**config.mk**
```make
export PLATFORM = sky130hd
export DESIGN_NAME = sample_collector_flat
export DESIGN_NICKNAME = d
export VERILOG_FILES = /design/src/rtl/sample_collector_if.sv /design/src/rtl/sample_collector.sv /design/src/flat_wrapper.sv
export SDC_FILE = /design/constraint.sdc
export NUM_CORES = 1
export LEC_CHECK = 0
export BUFFER_PORTS_ARGS = -buffer_cell sky130_fd_sc_hd__buf_2
export CAP_MARGIN = 20
export CORE_MARGIN = 10
export CORE_UTILIZATION = 45
export CTS_BUF_LIST = sky130_fd_sc_hd__clkbuf_8
export CTS_CLUSTER_SIZE = 24
export DETAILED_ROUTE_END_ITERATION = 16
export HOLD_SLACK_MARGIN = 0.15
export SKIP_CTS_REPAIR_TIMING = 1
export SYNTH_ARGS = -nofsm -noshare
export SYNTH_HDL_FRONTEND = slang
export SYNTH_SLANG_ARGS = --single-unit
```
**constraint.sdc**
```tcl
create_clock -name clk -period 12.6 [get_ports clk]
set_input_delay 1.89 -clock clk [delete_from_list [all_inputs] [get_ports clk]]
set_output_delay 1.89 -clock clk [all_outputs]
set_load 0.05 [all_outputs]
```
**src/rtl/sample_collector_if.sv**
```systemverilog
`timescale 1ns/1ps
`default_nettype none
// +----------------------------------------------------------------------------+
// | Module  : sample_collector_if                                              |
// | Purpose : Poll bus, sample bus and host FIFO read path of sample_collector. |
// | Rev     : 1.0  initial release                                             |
// +----------------------------------------------------------------------------+
interface sample_collector_if #(
    parameter int CNT_W = 5
);
    logic             enable;
    logic             output_sample;
    logic [7:0]       channel_select;
    logic [31:0]      sample_data;
    logic             fifo_rd;
    logic [39:0]      fifo_data;
    logic             fifo_empty;
    logic [CNT_W-1:0] fifo_count;
    logic             overflow;
    logic             clear_overflow;
    logic [15:0]      bad_count;

    // Collector side
    modport slave (
        input  enable, sample_data, fifo_rd, clear_overflow,
        output output_sample, channel_select, fifo_data, fifo_empty,
               fifo_count, overflow, bad_count
    );

    // Host / pin-controller side
    modport master (
        output enable, sample_data, fifo_rd, clear_overflow,
        input  output_sample, channel_select, fifo_data, fifo_empty,
               fifo_count, overflow, bad_count
    );
endinterface
`default_nettype wire

```
**src/rtl/sample_collector.sv**
```systemverilog
`timescale 1ns/1ps
`default_nettype none
// +----------------------------------------------------------------------------+
// | Module  : sample_collector                                                 |
// | Purpose : Round-robin polls pin controllers, keeps changed samples in FIFO. |
// | Rev     : 1.0  initial release                                             |
// +----------------------------------------------------------------------------+
module sample_collector #(
    parameter int NUM_CHANNELS = 8,
    parameter int FIFO_DEPTH   = 16,
    parameter int CNT_W        = 5
) (
    input  wire logic         clk,
    input  wire logic         reset,
    sample_collector_if.slave bus
);
    localparam int c_ch_iw = (NUM_CHANNELS > 1) ? $clog2(NUM_CHANNELS) : 1;
    localparam int c_slots = 1 << c_ch_iw;
    localparam int c_aw    = $clog2(FIFO_DEPTH);

    localparam logic [7:0]  c_last_ch = 8'(NUM_CHANNELS - 1);
    // Marker field is word[15:1]; with the pin bit the low half reads 0x55E6/0x55E7.
    localparam logic [14:0] c_marker  = 15'h2AF3;

    localparam logic [1:0] c_st_idle = 2'd0;
    localparam logic [1:0] c_st_req  = 2'd1;
    localparam logic [1:0] c_st_wait = 2'd2;
    localparam logic [1:0] c_st_cap  = 2'd3;

    logic [1:0]         state_q, state_d;
    logic [7:0]         ch_q, ch_d;
    logic               output_sample_q, output_sample_d;
    logic [7:0]         channel_select_q, channel_select_d;
    logic [c_slots-1:0] seen_q, seen_d;
    logic [14:0]        last_cnt_q [c_slots];
    logic [14:0]        last_cnt_d [c_slots];
    logic [39:0]        mem_q [FIFO_DEPTH];
    logic [39:0]        mem_d [FIFO_DEPTH];
    logic [c_aw-1:0]    wr_ptr_q, wr_ptr_d;
    logic [c_aw-1:0]    rd_ptr_q, rd_ptr_d;
    logic [CNT_W-1:0]   count_q, count_d;
    logic               overflow_q, overflow_d;
    logic [15:0]        bad_count_q, bad_count_d;

    logic [c_ch_iw-1:0] w_ch_idx;
    logic [14:0]        w_cnt;
    logic               w_cap;
    logic               w_marker_ok;
    logic               w_changed;
    logic               w_push_req;
    logic               w_full;
    logic               w_empty;
    logic               w_pop;
    logic               w_push_ok;
    logic               w_drop;

    // Sample qualification and FIFO control
    always_comb begin
        w_ch_idx    = ch_q[c_ch_iw-1:0];
        w_cnt       = bus.sample_data[30:16];
        w_cap       = (state_q == c_st_cap);
        // An undriven (X/Z) bus falls into the else branch and is treated as bad.
        w_marker_ok = 1'b0;
        if (bus.sample_data[15:1] == c_marker) begin
            w_marker_ok = 1'b1;
        end
        w_changed   = !seen_q[w_ch_idx] || (last_cnt_q[w_ch_idx] != w_cnt);
        w_push_req  = w_cap && w_marker_ok && w_changed;
        w_full      = (count_q == CNT_W'(FIFO_DEPTH));
        w_empty     = (count_q == '0);
        w_pop       = bus.fifo_rd && !w_empty;
        w_push_ok   = w_push_req && (!w_full || w_pop);
        w_drop      = w_push_req && w_full && !w_pop;
    end

    always_comb begin
        state_d = state_q;
        ch_d    = ch_q;
        case (state_q)
            c_st_idle: if (bus.enable) state_d = c_st_req;
            c_st_req:  state_d = c_st_wait;
            c_st_wait: state_d = c_st_cap;
            c_st_cap: begin
                ch_d    = (ch_q == c_last_ch) ? 8'd0 : ch_q + 8'd1;
                state_d = bus.enable ? c_st_req : c_st_idle;
            end
            default:   state_d = c_st_idle;
        endcase
        output_sample_d  = (state_d == c_st_req);
        channel_select_d = (state_d == c_st_req) ? ch_d : channel_select_q;
    end

    always_comb begin
        seen_d      = seen_q;
        last_cnt_d  = last_cnt_q;
        bad_count_d = bad_count_q;
        if (w_push_req) begin
            seen_d[w_ch_idx]     = 1'b1;
            last_cnt_d[w_ch_idx] = w_cnt;
        end
        if (w_cap && !w_marker_ok && (bad_count_q != 16'hFFFF)) begin
            bad_count_d = bad_count_q + 16'd1;
        end
    end

    always_comb begin
        mem_d    = mem_q;
        wr_ptr_d = wr_ptr_q + c_aw'(w_push_ok);
        rd_ptr_d = rd_ptr_q + c_aw'(w_pop);
        count_d  = count_q;
        if (w_push_ok) begin
            mem_d[wr_ptr_q] = {ch_q, bus.sample_data};
        end
        if (w_push_ok && !w_pop) begin
            count_d = count_q + CNT_W'(1);
        end else if (!w_push_ok && w_pop) begin
            count_d = count_q - CNT_W'(1);
        end
        // A same-cycle overflow event outranks the clear request.
        overflow_d = overflow_q;
        if (w_drop) begin
            overflow_d = 1'b1;
        end else if (bus.clear_overflow) begin
            overflow_d = 1'b0;
        end
    end

    always_ff @(posedge clk or negedge reset) begin
        if (!reset) begin
            state_q          <= c_st_idle;
            ch_q             <= '0;
            output_sample_q  <= 1'b0;
            channel_select_q <= '0;
            seen_q           <= '0;
            wr_ptr_q         <= '0;
            rd_ptr_q         <= '0;
            count_q          <= '0;
            overflow_q       <= 1'b0;
            bad_count_q      <= '0;
        end else begin
            state_q          <= state_d;
            ch_q             <= ch_d;
            output_sample_q  <= output_sample_d;
            channel_select_q <= channel_select_d;
            seen_q           <= seen_d;
            wr_ptr_q         <= wr_ptr_d;
            rd_ptr_q         <= rd_ptr_d;
            count_q          <= count_d;
            overflow_q       <= overflow_d;
            bad_count_q      <= bad_count_d;
        end
    end

    // Storage needs no reset: seen_q and count_q gate every read of it.
    always_ff @(posedge clk) begin
        last_cnt_q <= last_cnt_d;
        mem_q      <= mem_d;
    end

    assign bus.output_sample  = output_sample_q;
    assign bus.channel_select = channel_select_q;
    assign bus.fifo_data      = w_empty ? 40'd0 : mem_q[rd_ptr_q];
    assign bus.fifo_empty     = w_empty;
    assign bus.fifo_count     = count_q;
    assign bus.overflow       = overflow_q;
    assign bus.bad_count      = bad_count_q;
endmodule
`default_nettype wire

```
**src/flat_wrapper.sv**
```systemverilog
// flat-port wrapper written by rule: the top's interface ports become plain ports
module sample_collector_flat 
#(
    parameter int NUM_CHANNELS = 8,
    parameter int FIFO_DEPTH   = 16,
    parameter int CNT_W        = 5
)
  (clk, reset, bus_enable, bus_sample_data, bus_fifo_rd, bus_clear_overflow, bus_output_sample, bus_channel_select, bus_fifo_data, bus_fifo_empty, bus_fifo_count, bus_overflow, bus_bad_count);
  sample_collector_if #(.CNT_W(CNT_W)) bus_i ();
  input  wire logic clk;
  input  wire logic reset;
  input wire logic [$bits(bus_i.enable)-1:0] bus_enable;
  input wire logic [$bits(bus_i.sample_data)-1:0] bus_sample_data;
  input wire logic [$bits(bus_i.fifo_rd)-1:0] bus_fifo_rd;
  input wire logic [$bits(bus_i.clear_overflow)-1:0] bus_clear_overflow;
  output wire logic [$bits(bus_i.output_sample)-1:0] bus_output_sample;
  output wire logic [$bits(bus_i.channel_select)-1:0] bus_channel_select;
  output wire logic [$bits(bus_i.fifo_data)-1:0] bus_fifo_data;
  output wire logic [$bits(bus_i.fifo_empty)-1:0] bus_fifo_empty;
  output wire logic [$bits(bus_i.fifo_count)-1:0] bus_fifo_count;
  output wire logic [$bits(bus_i.overflow)-1:0] bus_overflow;
  output wire logic [$bits(bus_i.bad_count)-1:0] bus_bad_count;
  assign bus_i.enable = bus_enable;
  assign bus_i.sample_data = bus_sample_data;
  assign bus_i.fifo_rd = bus_fifo_rd;
  assign bus_i.clear_overflow = bus_clear_overflow;
  assign bus_output_sample = bus_i.output_sample;
  assign bus_channel_select = bus_i.channel_select;
  assign bus_fifo_data = bus_i.fifo_data;
  assign bus_fifo_empty = bus_i.fifo_empty;
  assign bus_fifo_count = bus_i.fifo_count;
  assign bus_overflow = bus_i.overflow;
  assign bus_bad_count = bus_i.bad_count;
  sample_collector #(.NUM_CHANNELS(NUM_CHANNELS), .FIFO_DEPTH(FIFO_DEPTH), .CNT_W(CNT_W)) u_core (.clk(clk), .reset(reset), .bus(bus_i));
endmodule
```
==> results of run 1 <==
## per-layer routing
metal	up-vias	routed length, um	global-route usage [%]
li1	7282	-	-
met1	8559	31900	24.0
met2	493	36000	29.0
met3	110	4150	3.75
met4	2	1430	5.96
met5	-	20	0
## final cells by class
| type | instances | area share [%] |
|---|---|---|
| flip-flops and latches | 817 | 67.0 |
| multi-input cells | 766 | 20.5 |
| clock buffers | 147 | 5.59 |
| well taps | 940 | 3.25 |
| repair buffers | 150 | 2.49 |
| clock inverters | 85 | 0.995 |
| inverters | 14 | 0.145 |
| diodes | 2 | 0.0138 |
## synthesized netlist by cell type, drive strengths merged
cell / instances
nor2b: 4
nand3: 15
o21ai: 45
ha: 13
xnor2: 21
dfrtp: 57
nor3: 9
nor4bb: 1
fa: 1
a21o: 3
mux2i: 157
nor4: 13
o221ai: 40
nand2b: 7
edfxtp: 760
and3: 3
and2b: 1
and3b: 2
nand2: 64
o22ai: 41
nand3b: 2
nor2: 18
o21bai: 8
mux4: 99
mux2: 51
xor2: 25
and4: 3
and2: 4
or3: 6
clkbuf: 55
a21oi: 42
inv: 14
nand4: 13
buf: 38
or4: 2
a211oi: 40
a22oi: 12
nand4b: 1
## critical path: stages (launching register included)
cell,delay [ps]
dfrtp_4,1010
buf_12,600
mux2_2,320
a21oi_1,60
o21ai_0,150
nand2_1,100
a211oi_1,700
buf_2,390
## power breakdown
part           internal, W  switching (W)  leakage [nW]
sequential         0.00304       0.000154          7.56
combinational     0.000907        0.00171          3.51
clock              0.00106        0.00100          1.37
total              0.00501        0.00287          12.4
## sequential cells by signal (all words and copies together), names as in the netlist, 4 cells and up
name / count
u_core.bus.fifo_count: 5
u_core.mem_q: 640
u_core.rd_ptr_q: 4
u_core.bus.channel_select: 8
u_core.ch_q: 8
u_core.last_cnt_q: 120
u_core.wr_ptr_q: 4
u_core.bus.bad_count: 16
u_core.seen_q: 8
## worst paths after layout
kind | to | slack (ps) | cells after the start
worst max-delay path | bus_fifo_data[28] | 6230 | 7
worst min-delay path | u_core.seen_q[4]$_DFFE_PN0P_ | 470 | 1
worst max register to register | u_core.bus.fifo_count[4]$_DFFE_PN0P_ | 7910 | 16
worst min register to register | u_core.seen_q[4]$_DFFE_PN0P_ | 470 | 1
max in group asynchronous | u_core.rd_ptr_q[1]$_DFF_PN0_ | 10750 | 2
min in group asynchronous | u_core.seen_q[2]$_DFFE_PN0P_ | 1270 | 2
## logic make-up (layout without fill, tap and decap cells)
| kind of cell | after synthesis | after routing | synth area share (%) |
|---|---|---|---|
| buffers and inverters | 107 | 396 | 1.48 |
| XOR/XNOR | 46 | 46 | 1.26 |
| AO/OA/AOI/OAI | 231 | 231 | 4.73 |
| flip-flops | 817 | 817 | 75.6 |
| AND/OR/NAND/NOR | 168 | 168 | 2.67 |
| other | 0 | 2 | 0 |
| adder cells (fa/ha/maj) | 14 | 14 | 0.570 |
| multiplexers | 307 | 307 | 13.7 |
## stage by stage
stage / setup slack (ps) / util (%) / cells / hold WS (ps) / power (W)
after detailed placement: 6650 / 48.1 / 2685 / 461 / 0.00590
final: 6230 / 51.5 / 2921 / 471 / 0.00788
after global routing: 5980 / 51.5 / 2920 / 490 / 0.00828
after CTS: 6180 / 51.5 / 2917 / 477 / 0.00797
after floorplan: 4930 / - / 1690 / 438 / 0.00518
after global placement: 6720 / 48.1 / 2685 / 453 / 0.00587
==> key figures, run 1 <==
Clocking
  – Max clock buf depth: 3
  – Skew-Pair Late Insertion Delay: 780 ps
  – Clock Pin Slew Worst Setup and Hold Paths: 60 ps
  – CTS tree: built
  – CTS Sinks: 817
  – TritonCTS buffer count: 136
  – Root buf cell: clkbuf_8
  – CTS H-tree depth: 4

Floorplan
  – # IOs: 109
  – Core area: 70300 um2
  – Vert. Die Dim: between 200 and 300 um
  – Total Die Area: 82300 um2
  – Die W: 287 um
  – Effective utilization at floorplan: 45.6%
  – Std-Cell Rows: 97

Timing
  – Final hold vios: 0
  – Worst-margin pin slew: 1210 ps
  – Fin crit period: 6370 ps
  – RSZ-0062 raised after global routing: no
  – Tcrit/Tclk final: 50.6%
  – Setup Skew: ~24 ps
  – Max Clk Rate: 0.157 GHz
  – Setup TNS: 0 ps
  – Worst rel slew slack: 19.3%
  – Final setup viols: 0
  – Final slew viol count: 0

Setup path
  – Critical path origin: u_core.rd_ptr_q[0]$_DFF_PN0_
  – Critical Path Fanout Max: 132
  – Critical R2R Launch: u_core.ch_q[1]$_DFF_PN0_
  – Crit Path Class: reg2out
  – CP Data Required Time: roughly 11000 ps
  – WP data arrival: about 4500 ps
  – Worst Setup End Kind: output pin
  – Startpoint types: register

Placed design
  – GPL Wtd Cong: around 0.73
  – Detailed Place HPWL: 36.5 mm
  – Port bufs: 108
  – Placed Area: 33800 um2

Synth
  – Synth Net Count: 1741
  – Post-Syn Area: 32100 um2
  – Warnings, synthesis: 0
  – Ranking of synthesized cells by area: edfxtp_1 71%, mux4_2 7.0%, mux2i_1 4.9%
  – Post-synth top area share: a little under three quarters
  – Synth Register Bits: 817
  – Largest area contributor in the netlist: edfxtp_1
  – Sequential-to-total area share from yosys stat: approximately three quarters
  – Post-synthesis area per instance: about 19 um2
  – Netlist cell types: 42
  – Cells after synthesis: approximately 1700

GRT
  – Vias in the first global route: 17200
  – Grt ovf: 0
  – Antenna violations before repair: 3
  – Largest net degree at the start of global routing: 133
  – GR Util All Layers: between 10% and 20%
  – First-pass GRT wire length: 110 mm

Finish
  – Final instance area: 36200 um2
  – # nets final: ~1900
  – Register area: 24300 um2
  – Multi-input combinational cell area: 7440 um2
  – Most frequent cells in the layout: 760 x edfxtp_1, 157 x mux2i_1, 147 x clkbuf_8
  – Area Overhead vs Synth: 13.0%
  – Layout cell share with drive strength beyond 1: 24.7%
  – Filler Cells Inserted: 5706
  – Commonest non-fill, non-tap cell in the layout: edfxtp_1

Detailed routing
  – Drt wl/cell: ~25 um
  – DR vias: 16400
  – First drt pass iteration count: 5
  – Post-DRT Antenna Nets: 0
  – DRT iter0 DRCs: 1257
  – Vias per cell: 5.63
  – Number of remaining DRC errors: 0
  – WL final: 73.5 mm

Hold path
  – Worst hold path class: reg2reg
  – Hold Path Origin: u_core.seen_q[4]$_DFFE_PN0P_

Run status
  – Status: completed

Power and ir drop
  – Leakage power: 12.4 nW
  – Worst ir drop on vdd: 0.175 mV
  – PD cells: about 220 nW/um2

Flow run
  – Max-Cap Viols: 0
(Power assumes the default switching activity.)
==> inputs of run 2 (changes only) <==
Settings changed: ABC_AREA set to 1.
Clock period 12.6 ns to 5.5 ns, I/O delays scaled along.
==> key figures, run 2 <==
Run status
  – Status: completed

Timing
  – Final slew viol count: 0 (unchanged)
  – Final setup viols: 0 (unchanged)
  – Final hold vios: 0 (unchanged)
  – Worst rel slew slack: 28.7% (+9.3 points)
  – Max Clk Rate: between 0.2 and 0.25 GHz
  – Worst-margin pin slew: 1070 ps (-141 ps)
  – Final worst slack: 563 ps (-5660 ps)
  – Tcrit/Tclk final: 89.8%
  – Setup Skew: 35.0 ps (+10.6 ps)
  – Final hold slack: 219 ps (-252 ps)
  – Setup TNS: 0 ps (unchanged)
  – RSZ-0062 raised after global routing: no
  – Fin crit period: between 4000 and 5000 ps

Synth
  – Post-synth top area share: 69.2% (-2.0 points)
  – Post-synth EDFFs: 760 (unchanged)
  – Netlist cell types: 36 (-14%)
  – Ys flop type: edfxtp_1
  – Warnings, synthesis: 0 (unchanged)
  – Synth Register Bits: 817 (unchanged)
  – Synth Net Count: 2655 (+52%)
  – Ranking of synthesized cells by area: edfxtp_1 69%, nand2_1 5.2%, dfrtp_1 4.3%
  – Sequential-to-total area share from yosys stat: 73.5% (-2.2 points)
  – Post-synthesis mux area share: 2.56% (-11 points)
  – Post-Syn Area: 33000 um2 (+2.9%)
  – Most common cell in the synthesized netlist: edfxtp_1
  – Post-Synth Simple-Gate Area: 10.6% (+7.9 points)
  – Largest area contributor in the netlist: edfxtp_1
  – Synth Area in XOR/XNOR: 0.611% (-0.65 points)
  – Asr flop ratio synth: 6.98% (unchanged)
  – Fraction of the mapped netlist area in adder cells: 0.554% (-0.016 points)
  – Largest family of logic cells by synthesized area: simple AND/OR/NAND/NOR gates
  – Cells after synthesis: 2604 (+54%)
  – Post-synthesis compound-gate area fraction: 8.35% (+3.6 points)
  – Post-synthesis area per instance: 12.7 um2 (-33%)
  – Commonest cells in the netlist: 760 x edfxtp_1, 460 x nand2_1, 254 x nor2_1

GRT
  – Vias in the first global route: 20900 (+21%)
  – Largest net degree at the start of global routing: 149 (+12%)
  – Antenna violations before repair: 1 (-2)
  – GR Util All Layers: 19.2% (+1.3 points)
  – First-pass GRT wire length: 126 mm (+15%)
  – Grt ovf: 0 (unchanged)

Placed design
  – Place WS: 892 ps (-5750 ps)
  – Placed Area: 34800 um2 (+3.0%)
  – Detailed Place HPWL: 44.9 mm (+23%)
  – GPL Wtd Cong: 0.831 (+13%)
  – Port bufs: 108 (unchanged)

Detailed routing
  – Vias per cell: 5.43 (-3.6%)
  – Post-DRT Antenna Nets: 0 (unchanged)
  – WL final: 82.4 mm (+12%)
  – Number of remaining DRC errors: 0 (unchanged)
  – First drt pass iteration count: 6 (+1)
  – Met3 wire len: 5.19 mm (+25%)
  – DR vias: 20800 (+26%)
  – Max Used Layer: met4
  – DRT iter0 DRCs: 1574 (+25%)
  – Metal2 WL: 39.3 mm (+9.2%)
  – Metal-1 WL: 36.1 mm (+13%)
  – Drt wl/cell: 21.5 um (-14%)

Finish
  – Final instance area: 37200 um2 (+2.8%)
  – Max reg flops: 640 (unchanged)
  – Area Overhead vs Synth: 12.8%
  – Commonest non-fill, non-tap cell in the layout: edfxtp_1
  – Layout cell share with drive strength beyond 1: 12.4% (-12 points)
  – Filler Cells Inserted: 6280 (+10%)
  – Most frequent cells in the layout: 760 x edfxtp_1, 459 x nand2_1, 237 x nor2_1
  – Top reg by flops: u_core.mem_q
  – # nets final: 2811 (+45%)

Setup path
  – Startpoint types: register
  – WP data arrival: 4110 ps (-370 ps)
  – Crit Path Class: reg2out
  – Critical Path Fanout Max: 78 (-41%)
  – FF-to-FF setup slack: 860 ps (-7050 ps)
  – Worst Setup End Kind: output pin
  – CP Data Required Time: 4680 ps (-6030 ps)

Hold path
  – Worst hold path class: in2async

Clocking
  – TritonCTS buffer count: 136 (unchanged)
  – Clock Pin Slew Worst Setup and Hold Paths: 60 ps (about the same)
  – CTS tree: built
  – Root buf cell: clkbuf_8
  – CTS H-tree depth: 4 (unchanged)
  – CTS Sinks: 817 (unchanged)
  – Skew-Pair Late Insertion Delay: 780 ps (about the same)
  – Max clock buf depth: 3 (unchanged)

Power and ir drop
  – Worst ir drop on vdd: 0.401 mV (+130%)
  – PD cells: 507 nW/um2 (+130%)
  – Leakage power: 13.7 nW (+10%)

Floorplan
  – Std-Cell Rows: 99 (+2.1%)
  – Vert. Die Dim: 291 um (+1.4%)
  – Effective utilization at floorplan: 45.3% (-0.31 points)
  – Die W: 291 um (+1.4%)
  – Core area: 72800 um2 (+3.6%)
  – # IOs: 109 (unchanged)
  – Total Die Area: 84600 um2 (+2.7%)

Flow run
  – Max-Cap Viols: 0 (unchanged)
-- run 2: cell count changes in the layout (fill, tap and decap cells not counted), sizes merged, moves of 12 or more --
cell    change
nand2     +397
nor2      +239
xnor2      -16
o22ai      +39
nor3       +43
clkinv     +20
mux2       -47
a21oi      +86
mux4       -99
mux2i      -77
o21ai     +125
a22oi      -12
inv       +177
nand3      +64
-- run 2: cells by family after synthesis --
kind of cell    Yosys count
simple gates            867
buf+inv                 326
mux                      84
fa+ha+maj                14
flops                   817
compound gates          473
xor+xnor                 23
-- run 2: cell type report --
| cell class | count | area (um2) | area share, % |
|---|---|---|---|
| Antenna cell | 1 | 2.50 | 0.00672 |
| Clock buffer | 143 | 1970 | 5.29 |
| Clock inverter | 102 | 432 | 1.16 |
| Inverter | 189 | 718 | 1.93 |
| Multi-Input combinational cell | 1461 | 7610 | 20.4 |
| Sequential cell | 817 | 24300 | 65.1 |
| Tap cell | 959 | 1200 | 3.22 |
| Timing Repair Buffer | 155 | 1040 | 2.80 |
-- run 2: worst paths after layout --
path,cells past startpoint,endpoint,from
max,6,bus_fifo_data[29],u_core.rd_ptr_q[0]$_DFF_PN0_
min in group clk,4,u_core.bus.overflow$_DFFE_PN0P_,bus_clear_overflow
max in group asynchronous,2,u_core.rd_ptr_q[0]$_DFF_PN0_,reset
min,2,u_core.bus.overflow$_DFFE_PN0P_,reset
min reg2reg,2,u_core.seen_q[2]$_DFFE_PN0P_,u_core.seen_q[2]$_DFFE_PN0P_
max reg2reg,23,u_core.bus.fifo_count[4]$_DFFE_PN0P_,u_core.ch_q[2]$_DFF_PN0_
-- run 2: worst max-delay path, stage by stage, from the launching register on --
cell and delay, ps:
dfrtp_4 900, buf_4 810, o21ai_0 220, o22ai_1 200, nand2_1 70, a211oi_1 620, buf_2 390
-- run 2: power breakdown --
part	switching [W]	internal (W)	total, W
combinational	0.00510	0.00179	0.00689
clock	0.00236	0.00241	0.00477
sequential	0.000250	0.00698	0.00723
total	0.00772	0.0112	0.0189
-- run 2: routing by layer --
| metal | track usage [%] | vias up |
|---|---|---|
| met5 | 0 | - |
| met4 | 6.65 | 0 |
| met3 | 3.77 | 154 |
| met2 | 30.7 | 689 |
| met1 | 25.9 | 10300 |
| li1 | - | 9634 |
-- run 2: per-stage QoR --
stage	utilization (%)	instances	power, W
final	51.1	3827	0.0189
after global routing	51.1	3827	0.0199
after CTS	51.1	3825	0.0190
after detailed placement	47.8	3580	0.0143
after global placement	47.8	3580	0.0142
after floorplan	-	2604	0.0122
==> inputs of run 3 (changes only) <==
--- a/config.mk
+++ b/config.mk
@@ -13,2 +13,3 @@
 export CTS_BUF_LIST = sky130_fd_sc_hd__clkbuf_8
+export CTS_CLUSTER_DIAMETER = 50
 export CTS_CLUSTER_SIZE = 24
==> constraint.sdc (replaced) <==
create_clock -name clk -period 5.5 [get_ports clk]
set_input_delay 0.55 -clock clk [delete_from_list [all_inputs] [get_ports clk]]
set_output_delay 0.55 -clock clk [all_outputs]
set_load 0.05 [all_outputs]
==> key figures, run 3 (synthesized netlist as in run 2, its figures left out) <==
Run status
  – Status: completed

Setup path
  – Crit-path leading delay family: buffers and inverters
  – Crit Path Class: reg2out
  – Crit path top cell by count: buf_4
  – WP data arrival: 4170 ps (+60 ps)
  – Startpoint types: register
  – CP Data Required Time: 4950 ps (+270 ps)
  – Cell Chain, Critical Path: buf_4 > nor2_1 > clkinv_2 > buf_4 > o221ai_1 > a21oi_1 > a211oi_1 > buf_2
  – Worst Setup End Kind: output pin
  – Slowest CP cell: dfrtp_2
  – Critical Path Fanout Max: 52 (-33%)
  – WP buf/inv: 4 (+2)
  – Crit path largest cell delay: 940 ps (+40 ps)

Power and ir drop
  – Worst ir drop on vdd: 0.504 mV (+25%)
  – P_sw: 0.00774 W (+0.31%)
  – Gate power share: 37.9% (+1.4 points)
  – Pint: 0.0105 W (-6.1%)
  – Clk network pwr share: 22.6% (-2.6 points)
  – Total power: 0.0182 W (-3.5%)
  – PD cells: 498 nW/um2 (-1.9%)
  – Leakage power: 13.2 nW (-3.6%)
  – Sequential cell fraction of total power: 39.6% (+1.3 points)
  – Sw frac: 42.5% (+1.6 points)

Floorplan
  – Effective utilization at floorplan: 45.3% (unchanged)
  – Std-Cell Rows: 99 (unchanged)
  – # IOs: 109 (unchanged)
  – Total Die Area: 84600 um2 (unchanged)
  – Die W: 291 um (unchanged)
  – Core area: 72800 um2 (unchanged)
  – Vert. Die Dim: 291 um (unchanged)

Finish
  – Commonest non-fill, non-tap cell in the layout: edfxtp_1
  – # nets final: 2757 (-1.9%)
  – Layout cell share with drive strength beyond 1: 12.1% (-0.36 points)
  – Most frequent cells in the layout: 760 x edfxtp_1, 459 x nand2_1, 237 x nor2_1
  – Top reg by flops: u_core.mem_q
  – Max reg flops: 640 (unchanged)
  – Area Overhead vs Synth: 11.0%
  – Diode count: 0 (-1)
  – Finished Layout Cells: 3730 (-2.5%)

GRT
  – Antenna violations before repair: 1 (unchanged)
  – Largest net degree at the start of global routing: 212 (+42%)
  – GR Util All Layers: 18.8% (-0.36 points)
  – Grt ovf: 0 (unchanged)
  – Vias in the first global route: 20100 (-3.7%)
  – First-pass GRT wire length: 124 mm (-1.8%)

Placed design
  – GPL Wtd Cong: 0.834 (+0.47%)
  – Port bufs: 108 (unchanged)
  – Place WS: 925 ps (+32.5 ps)
  – Detailed Place HPWL: 44.5 mm (-0.88%)
  – Placed cells: 3580 (unchanged)

Detailed routing
  – Post-DRT Antenna Nets: 0 (unchanged)
  – First drt pass iteration count: 5 (-1)
  – Drt wl/cell: 22.0 um (+2.0%)
  – DR vias: 20500 (-1.2%)
  – Vias per cell: 5.50 (+1.4%)
  – Number of remaining DRC errors: 0 (unchanged)
  – WL final: 81.9 mm (-0.63%)
  – DRT iter0 DRCs: 1774 (+13%)

Clocking
  – Skew-Pair Late Insertion Delay: 700 ps (-80 ps)
  – CTS Sinks: 817 (unchanged)
  – Root buf cell: clkbuf_8
  – TritonCTS buffer count: 78 (-43%)
  – Clock Pin Slew Worst Setup and Hold Paths: 90 ps (+30 ps)
  – Max clock buf depth: 3 (unchanged)
  – CTS H-tree depth: 3 (-1)
  – CTS tree: built

Timing
  – Worst rel slew slack: 17.3% (-11 points)
  – Worst-margin pin slew: 1240 ps (+173 ps)
  – Setup TNS: 0 ps (unchanged)
  – Final slew viol count: 0 (unchanged)
  – RSZ-0062 raised after global routing: no
  – Max Clk Rate: 0.212 GHz (+4.7%)
  – Final worst slack: 785 ps (+221 ps)
  – Final setup viols: 0 (unchanged)
  – Fin crit period: 4720 ps (-221 ps)
  – Tcrit/Tclk final: 85.7% (-4.0 points)
  – Setup Skew: 38.4 ps (+3.42 ps)
  – Final hold vios: 0 (unchanged)

Flow run
  – Max-Cap Viols: 0 (unchanged)

Hold path
  – Worst hold path class: in2reg
-- run 3: cell types whose count changed in the layout (fill, tap and decap cells not counted), sizes merged --
cell,change
clkbuf,-65
clkinv,-24
inv,-21
clkinvlp,+6
bufinv,+4
dlygate4sd3,+3
buf,+1
diode,-1
-- run 3: cell type report --
| cell class | instances | area, um2 |
|---|---|---|
| inverter | 189 | 718 |
| multi-input combinational | 1461 | 7610 |
| fill | 6313 | 36200 |
| tap | 959 | 1200 |
| clock buffer | 78 | 1070 |
| timing repair buffer | 159 | 1010 |
| sequential | 817 | 24300 |
| clock inverter | 67 | 746 |
-- run 3: routing by layer --
metal  track usage, %  wire [um]  up-vias
met5                0         13        -
met4             4.92       1620        2
met3             3.09       5100      118
met2             31.1      39500      615
met1             25.6      35700    10300
li1                 -          -     9501
-- run 3: stage by stage --
| stage | hold WS, ps | area, um2 | utilization (%) |
|---|---|---|---|
| 2_1_floorplan | 254 | 33000 | - |
| 3_3_place_gp | 451 | 34700 | 47.7 |
| 3_5_place_dp | 460 | 34700 | 47.7 |
| 4_1_cts | -12.5 | 36500 | 50.2 |
| 5_1_grt | 177 | 36600 | 50.3 |
| 6_report | 209 | 36600 | 50.3 |
-- run 3: final timing paths --
check / start / end / slack (ps) / cells after the start
worst max-delay path: u_core.rd_ptr_q[1]$_DFF_PN0_ / bus_fifo_data[26] / 780 / 8
worst min-delay path: bus_sample_data[0] / u_core.mem_q[40]$_DFFE_PP_ / 210 / 1
worst max register to register: u_core.ch_q[1]$_DFF_PN0_ / u_core.bus.fifo_count[4]$_DFFE_PN0P_ / 900 / 23
worst min register to register: u_core.seen_q[5]$_DFFE_PN0P_ / u_core.seen_q[5]$_DFFE_PN0P_ / 480 / 2
max in group asynchronous: reset / u_core.rd_ptr_q[0]$_DFF_PN0_ / 4350 / 3
min in group asynchronous: reset / u_core.bus.overflow$_DFFE_PN0P_ / 530 / 3
-- run 3: power groups by stage --
stage          combinational [W]  sequential, W  clock, W
5_1_grt                  0.00748        0.00723   0.00448
3_3_place_gp             0.00680        0.00734         0
4_1_cts                  0.00691        0.00721   0.00421
6_report                 0.00690        0.00721   0.00411
3_5_place_dp             0.00688        0.00735         0
2_1_floorplan            0.00472        0.00746         0
